[config.mk]
export PLATFORM = sky130hd
export DESIGN_NAME = instr_prefetch_queue
export DESIGN_NICKNAME = d
export VERILOG_FILES = /design/src/rtl/cpu_pkg.sv /design/src/rtl/prefetch_fifo.sv /design/src/rtl/instr_prefetch_queue.sv
export SDC_FILE = /design/constraint.sdc
export NUM_CORES = 1
export LEC_CHECK = 0
export ABC_AREA = 1
export CAP_MARGIN = 40
export CORE_MARGIN = 4
export CORE_UTILIZATION = 28
export DETAILED_ROUTE_END_ITERATION = 8
export PLACE_DENSITY = 0.48
export REMOVE_ABC_BUFFERS = 1
export SLEW_MARGIN = 20
export SYNTH_ARGS = -nofsm -noshare
export SYNTH_HDL_FRONTEND = slang
export SYNTH_HIERARCHICAL = 1
export SYNTH_SLANG_ARGS = --single-unit
export TNS_END_PERCENT = 100
[constraint.sdc]
create_clock -name clk -period 3.3 [get_ports clk]
set_input_delay 0.33 -clock clk [delete_from_list [all_inputs] [get_ports clk]]
set_output_delay 0.33 -clock clk [all_outputs]
set_load 0.01 [all_outputs]
[src/rtl/cpu_pkg.sv]
// rtl/cpu_pkg.sv - shared CPU types and constants for the instruction prefetch path
// Purpose: word/address widths, the NOP encoding, the prefetch FSM state type and
//          the queue entry type (instruction word plus its PC).
// Ports:   none (package).
package cpu_pkg;

  localparam int INSTR_W = 32;
  localparam int IADDR_W = 12;
  localparam logic [INSTR_W-1:0] NOP = 32'h0;

  typedef enum logic [1:0] {
    BOOT  = 2'd0,
    RUN   = 2'd1,
    FLUSH = 2'd2
  } pf_state_e;

  typedef struct packed {
    logic [INSTR_W-1:0] instr;
    logic [IADDR_W-1:0] pc;
  } pf_entry_t;

endpackage

[src/rtl/prefetch_fifo.sv]
// rtl/prefetch_fifo.sv - small register queue of prefetched instruction entries
// Purpose: DEPTH-entry FIFO of pf_entry_t with synchronous clear. The head entry
//          is read straight from storage, so it is a registered output.
// Ports:   clk, rst        clock, async active-high reset
//          push, pushEntry write one entry
//          pop             remove head (ignored when empty)
//          clear           drop all entries; overrides push and pop
//          headEntry       current head entry (meaningless when level==0)
//          level           current occupancy, 0..DEPTH
module prefetch_fifo
  import cpu_pkg::*;
#(
  parameter int DEPTH = 4
) (
  input  logic                       clk,
  input  logic                       rst,
  input  logic                       push,
  input  pf_entry_t                  pushEntry,
  input  logic                       pop,
  input  logic                       clear,
  output pf_entry_t                  headEntry,
  output logic [$clog2(DEPTH+1)-1:0] level
);

  localparam int PW = $clog2(DEPTH);
  localparam int LW = $clog2(DEPTH + 1);

  pf_entry_t         mem [DEPTH];
  logic [PW-1:0]     wrPtr;
  logic [PW-1:0]     rdPtr;
  logic [LW-1:0]     count;
  logic              doPop;
  logic              doPush;
  logic              full;

  assign full      = (count == LW'(DEPTH));
  assign doPop     = pop && (count != '0) && !clear;
  assign doPush    = push && !clear;
  assign headEntry = mem[rdPtr];
  assign level     = count;

  always_ff @(posedge clk or posedge rst) begin
    if (rst) begin
      wrPtr <= '0;
      rdPtr <= '0;
      count <= '0;
    end else if (clear) begin
      wrPtr <= '0;
      rdPtr <= '0;
      count <= '0;
    end else begin
      // The issue rule upstream guarantees a free slot for every returning word.
      assert (!(doPush && full && !doPop));
      if (doPush) wrPtr <= wrPtr + PW'(1);
      if (doPop)  rdPtr <= rdPtr + PW'(1);
      if (doPush && !doPop)      count <= count + LW'(1);
      else if (doPop && !doPush) count <= count - LW'(1);
    end
  end

  always_ff @(posedge clk) begin
    if (doPush) mem[wrPtr] <= pushEntry;
  end

endmodule

[src/rtl/instr_prefetch_queue.sv]
// rtl/instr_prefetch_queue.sv - sequential instruction prefetcher between ROM and Fetch
// Purpose: issues ROM reads ahead of consumption, queues returned words with their
//          PCs and hands them to the pipeline with valid/ready. A redirect flushes
//          the queue, drops any in-flight word and restarts fetch at redirectPc.
// Ports:   clk, rst              clock, async active-high reset
//          romAddress, romRdEn   ROM read request (address sampled on the same edge)
//          romData               ROM word, valid the cycle after the sampling edge
//          redirectEn/Pc         pipeline PC write: flush and refetch at target
//          instrReady            pipeline accepts head entry
//          instrValid/Out/Pc     head entry; NOP and PC 0 when not valid
//          queueLevel            current queue occupancy
//          flushCount, starveCycles   saturating counters, only with PREFETCH_STATS_EN
// Config:  `define PREFETCH_STATS_EN to add the statistics counters and ports.
module instr_prefetch_queue
  import cpu_pkg::*;
#(
  parameter int                 DEPTH    = 4,
  parameter logic [IADDR_W-1:0] RESET_PC = 12'h000
) (
  input  logic                       clk,
  input  logic                       rst,
  output logic [IADDR_W-1:0]         romAddress,
  output logic                       romRdEn,
  input  logic [INSTR_W-1:0]         romData,
  input  logic                       redirectEn,
  input  logic [IADDR_W-1:0]         redirectPc,
  input  logic                       instrReady,
  output logic                       instrValid,
  output logic [INSTR_W-1:0]         instrOut,
  output logic [IADDR_W-1:0]         instrPc,
`ifdef PREFETCH_STATS_EN
  output logic [15:0]                flushCount,
  output logic [15:0]                starveCycles,
`endif
  output logic [$clog2(DEPTH+1)-1:0] queueLevel
);

  localparam int LW = $clog2(DEPTH + 1);
  localparam logic [LW:0] DEPTH_L = (LW + 1)'(DEPTH);

  pf_state_e          state;
  pf_state_e          stateNext;
  logic [IADDR_W-1:0] fetchPc;
  logic               inflight;
  logic [IADDR_W-1:0] inflightPc;
  logic [LW:0]        occupancy;
  logic               issue;
  logic               popHead;
  logic [LW-1:0]      level;
  pf_entry_t          headEntry;
  pf_entry_t          pushEntry;

  // At most one read is outstanding, so queue slots plus that read bound the
  // occupancy. Pops in the current cycle are deliberately not credited.
  assign occupancy = {1'b0, level} + {{LW{1'b0}}, inflight};
  assign issue     = (state == RUN) && !redirectEn && (occupancy < DEPTH_L);
  assign romRdEn   = issue;
  assign romAddress = fetchPc;

  always_comb begin
    stateNext = state;
    case (state)
      BOOT:    stateNext = RUN;
      RUN:     if (redirectEn) stateNext = FLUSH;
      FLUSH:   stateNext = redirectEn ? FLUSH : RUN;
      default: stateNext = BOOT;
    endcase
  end

  always_ff @(posedge clk or posedge rst) begin
    if (rst) begin
      state      <= BOOT;
      fetchPc    <= RESET_PC;
      inflight   <= 1'b0;
      inflightPc <= '0;
    end else begin
      state    <= stateNext;
      // issue is never set while redirectEn is high, so the only word that can
      // be in flight on a redirect edge is the one the clear below discards.
      inflight <= issue;
      if (redirectEn)  fetchPc <= redirectPc;
      else if (issue)  fetchPc <= fetchPc + IADDR_W'(1);
      if (issue) inflightPc <= fetchPc;
    end
  end

  assign pushEntry = '{instr: romData, pc: inflightPc};
  assign popHead   = instrValid && instrReady && !redirectEn;

  prefetch_fifo #(
    .DEPTH(DEPTH)
  ) uFifo (
    .clk       (clk),
    .rst       (rst),
    .push      (inflight),
    .pushEntry (pushEntry),
    .pop       (popHead),
    .clear     (redirectEn),
    .headEntry (headEntry),
    .level     (level)
  );

  assign queueLevel = level;
  assign instrValid = (level != '0);
  assign instrOut   = instrValid ? headEntry.instr : NOP;
  assign instrPc    = instrValid ? headEntry.pc : '0;

`ifdef PREFETCH_STATS_EN
  always_ff @(posedge clk or posedge rst) begin
    if (rst) begin
      flushCount   <= '0;
      starveCycles <= '0;
    end else begin
      if (redirectEn && (flushCount != 16'hFFFF)) flushCount <= flushCount + 16'd1;
      if ((state == RUN) && !instrValid && (starveCycles != 16'hFFFF))
        starveCycles <= starveCycles + 16'd1;
    end
  end
`endif

endmodule

* After elaboration in Yosys (flattened, before gate mapping)
Memories as Yosys holds them, arrays and structs flattened. Cells that the tools add are included.
Cells by class: $lt $le $gt $ge 1, multipliers 0, equal/unequal tests 3, mux-type cells 16, reduce and logical (&&, ||, !) cells 18, add/sub/neg operators 6, shift-type cells 0, divide/modulo/power cells 0, bitwise logic cells 0
Operators by type and width (count):
- $mux 12 | 3
- $mux 32 | 1
- $add 12x1->12 const B | 1
- $mux 2 | 6
- $logic_and 1x1->1 | 9
- $mux 3 | 3
- $pmux 2 s3 | 1
- $reduce_bool 2->1 | 3
- $reduce_bool 3->1 | 2
- $add 2x1->2 const B | 2
- $add 3x1->4 | 1
- $lt 4x3->1 const B | 1
- $add 3x1->3 const B | 1
- $logic_not 1->1 | 3
- $sub 3x1->3 const B | 1
- $eq 2x1->1 const B | 1
- $eq 2x2->1 const B | 1
- $logic_not 2->1 | 1
- $mux 1 | 2
- $ne 2x2->1 const B | 1
Storage, ports and cells: register bits 34, bits in read-only memories 0, output and inout port bits 61, word-level logic and storage cells 52, input bits 48, RAM bits 176, bits in latches 0, memories 1
Memory list:
- uFifo.mem | words 4, bits a word 44, read ports 1, clocked after Yosys merged registers in 0, wr ports 1, RTL line prefetch_fifo.sv:28 | pf_entry_t mem [DEPTH];

* Depth between registers and ports, before layout
Gate-level depths: netlist of the first run.
depth in word-level cells 9, gate-level depth with buffers 15, depth with buffers taken out 13

* Hierarchy
The synthesis of the first run kept the hierarchy.
By module, submodules not included:
- prefetch_fifo | times used 1, area an instance 7031.7 um^2, cells each 490, seq. area each 5460.2 um^2
- instr_prefetch_queue | times used 1, area an instance 1779.2 um^2, cells each 274, seq. area each 675.6 um^2

* Worst setup path before layout of the first run
OpenSTA, ideal clock, no wires.
path kind register to register, start point register inflight, end point memory uFifo/mem[0][0] (netlist name), enable pin, arrival time 2.516 ns, setup time 0.445 ns, stages on the path, launching flop included 5, required time 2.855 ns, slack 0.338 ns, clock period less this slack 2.962 ns, buffers on the path 0, cells stage by stage dfrtp_1 -> inv_1 -> nor2_4 -> inv_1 -> nor2_1
On the way: word-level cells in the longest chain between the ends 3
Ends and longest elaborated chain:
- start, declared | RTL line instr_prefetch_queue.sv:44 | logic inflight;
- start signal, assigned | RTL line instr_prefetch_queue.sv:80 | inflight <= issue;
- $logic_and 1x1->1 | RTL line prefetch_fifo.sv:38 | assign doPush = push && !clear;
- $mux 1 | RTL line prefetch_fifo.sv:62 | if (doPush) mem[wrPtr] <= pushEntry;
- $mux 1 (implied by the code) | RTL line prefetch_fifo.sv:62
- end, declared | RTL line prefetch_fifo.sv:28
No other way between the ends.

==> flow_metrics.env, run 1 <==
export IMPL_drt_wl_total_um=20800
export IMPL_grt_max_degree=64
export IMPL_rsz0062_at_grt="no"
export IMPL_cp_required_ns=2.97
export IMPL_status="complete, no violations"
export IMPL_synth_seq_cells=210
export IMPL_post_dp_hpwl_um=12300
export IMPL_hold_viol_final=0
export IMPL_synth_top_cell_area_share_pct=60.0
export IMPL_rows=64
export IMPL_max_cap_violations=0
export IMPL_finalCriticalPeriod_ns=3.13
export IMPL_die_w_um=185
export IMPL_drt_iter0_markers=377
export IMPL_die_area_mm2=0.0344
export IMPL_postSynthAreaPerCell_um2=11.5
export IMPL_final_layout_size_suffix_gt1_share_pct=8.77
export IMPL_syn_inst=764
export IMPL_seq_area_frac_synth_pct=69.6
export IMPL_fmax_ghz=0.319
export IMPL_htreeDepth=1
export IMPL_max_slew_margin_pct=60.3
export IMPL_ios=109
export IMPL_place_congestion=0.750
export IMPL_worstMarginPinSlew_ns=0.595
export IMPL_firstDrtPassIters=4
export IMPL_yosysTopAreaCell="edfxtp_1"
export IMPL_wl_per_cell_um=16.2
export IMPL_grtUsageTotal_pct=12.0
export IMPL_p_per_area_mw_per_mm2=754
export IMPL_ir_worst_vdd_uv=353
export IMPL_slew_violations=0
export IMPL_diodes=0
export IMPL_p_total_mw=8.43
export IMPL_core_area_mm2=0.0308
export IMPL_finalCritPeriodShare_pct=94.9
export IMPL_clk_latency_ns=0.51
export IMPL_cp_end_kind="output pin"
export IMPL_num_vias=5821
export IMPL_antenna_found_initial=0
export IMPL_cts_hold_buf=0
export IMPL_cts_setup_buffers=0
export IMPL_setup_viol=0
export IMPL_clk_path_buf_depth=3
export IMPL_drc_errors=0
export IMPL_ys_types=34
export IMPL_ys_warn_count=6
export IMPL_path_class="reg -> out"
export IMPL_cts_tree="yes"
export IMPL_syn2layout_area_growth_pct=26.9
export IMPL_cts_made_buffers=24
export IMPL_fin_setup_tns_ns=0
export IMPL_leakagePower_nw=4.15
export IMPL_die_y_um=185
export IMPL_grt_overflow_total=0
export IMPL_yosys_top_cells_area="edfxtp_1 (60%), dfrtp_1 (9.7%), nor2_1 (6.0%)"
export IMPL_routed_via_density=4.53
export IMPL_clk_pin_slew_ns=0.06
export IMPL_final_nets=925
export IMPL_root_buffer="clkbuf_16"
export IMPL_n_fill_cell=3015
export IMPL_io_buffers=108
export IMPL_cts_sinks=210
export IMPL_grt_pass1_vias=5902
export IMPL_hp_class="in -> async"
export IMPL_synth_area_mm2=0.00881
export IMPL_start_util_pct=28.6
export IMPL_crit_arrival_ns=2.80
export IMPL_grt_pass1_wl_um=32500
export IMPL_path_max_fanout=56
export IMPL_crit_path_start_kind="register"
export IMPL_fin_skew_ns=0.0138
export IMPL_route_antenna_remaining_nets=0
==> per-layer routing <==
metal | part of all wire (%) | wire length [um] | global-route usage [%]
met1 | 46 | 9460 | 15.8
met2 | 48 | 10000 | 20.6
met3 | 4.6 | 946 | 2.32
met4 | 1.7 | 357 | 2.52
met5 | 0 | 0 | 0
==> synthesized netlist by cell type <==
cell / number
o211ai_1: 1
clkbuf_2: 2
dfrtp_1: 34
xnor2_1: 2
buf_6: 6
o22ai_1: 45
nand4_1: 6
fa_1: 1
o21ai_2: 1
nor3_4: 1
or2_2: 1
clkinv_2: 1
nand2_4: 2
o21ai_0: 96
inv_2: 1
nand2_1: 61
nor3_1: 2
nand3_2: 1
nand3_1: 38
inv_1: 81
nor2_4: 3
nand2_2: 3
nand3_4: 1
a21oi_1: 2
o21ai_1: 11
ha_1: 5
buf_2: 25
edfxtp_1: 176
inv_6: 1
clkbuf_1: 1
nor2_1: 142
a21oi_2: 1
buf_4: 6
nor2_2: 4
==> registers in the layout, indices dropped and copies added (netlist names) <==
name	count
inflightPc	12
state	2
uFifo/mem	176
uFifo/rdPtr	2
romAddress	12
inflight	1
uFifo/level	3
uFifo/wrPtr	2
==> report_power, final <==
part | total [mW] | leakage [nW] | internal [mW] | switching (mW)
combinational | 2.23 | 1.73 | 1.02 | 1.21
sequential | 3.51 | 2.02 | 3.23 | 0.280
clock | 2.70 | 0.406 | 1.68 | 1.02
==> logic make-up (layout without fill, tap and decap cells) <==
logic type / after synthesis / count (layout) / share of synthesized area [%]
xor+xnor: 2 / 2 / 0.199
buf+inv: 124 / 249 / 6.50
compound gates: 157 / 157 / 9.67
fa+ha+maj: 6 / 6 / 0.937
simple gates: 265 / 265 / 13.1
flops: 210 / 210 / 69.6
==> repair_timing <==
| item | in CTS | in global routing |
|---|---|---|
| gates resized for setup | 1 | 2 |
| setup endpoints to repair | 1 | 15 |
| pin swaps | 0 | 0 |
==> critical path, cell delays in order, from the launching register on <==
cell             delay, ns
dfrtp_4               0.69
buf_6                 0.42
o21ai_0               0.16
o22ai_1               0.28
inv_1                 0.08
nor2_1                0.11
clkdlybuf4s50_1       0.55
==> per-stage QoR <==
step,utilization (%),instances,hold slack [ns],area [um2],worst slack [ns]
after floorplan,-,724,0.133,8560,0.338
after global placement,33.5,1240,0.476,10300,0.581
after detailed placement,33.6,1241,0.477,10400,0.546
after CTS,36.2,1285,0.101,11200,0.0273
after global routing,36.3,1285,0.135,11200,0.00655
final,36.3,1285,0.102,11200,0.168
==> layout by cell type (no fill, tap or decap), drive strengths merged <==
master / n
ha: 5
edfxtp: 176
buf: 13
or2: 1
o21ai: 108
a21oi: 3
nand3: 40
o22ai: 45
nor3: 3
clkbuf: 29
o211ai: 1
clkinv: 12
dfrtp: 34
fa: 1
inv: 83
nor2: 149
nand4: 6
bufinv: 4
xnor2: 2
nand2: 66
clkdlybuf4s50: 108
==> final timing paths <==
check	start	end	slack, ns	cells after the start
worst min register to register	state[0]	state[0]	0.50	1
worst min-delay path	rst	uFifo/level[1]	0.10	2
min in group clk	redirectPc[8]	romAddress[8]	0.38	3
worst max-delay path	uFifo/rdPtr[0]	instrOut[12]	0.17	6
worst max register to register	uFifo/level[2]	uFifo/level[2]	1.17	12
max in group asynchronous	rst	inflightPc[11]	2.62	3
==> area by class of cell <==
cell class / instances / area [um2] / area share, %
sequential: 210 / 6140 / 54.9
multi-input combinational: 430 / 2130 / 19.1
timing repair buffer: 121 / 1260 / 11.3
clock buffer: 29 / 629 / 5.63
tap: 396 / 495 / 4.43
inverter: 84 / 329 / 2.94
clock inverter: 15 / 188 / 1.68
Power figures use the tool's default switching activity.
==> inputs of run 2 (changes only) <==
Settings changed: TNS_END_PERCENT 100 to 50.
==> results of run 2 <==
Same layout as run 1: the final DEF is identical, and so are final timing and power.
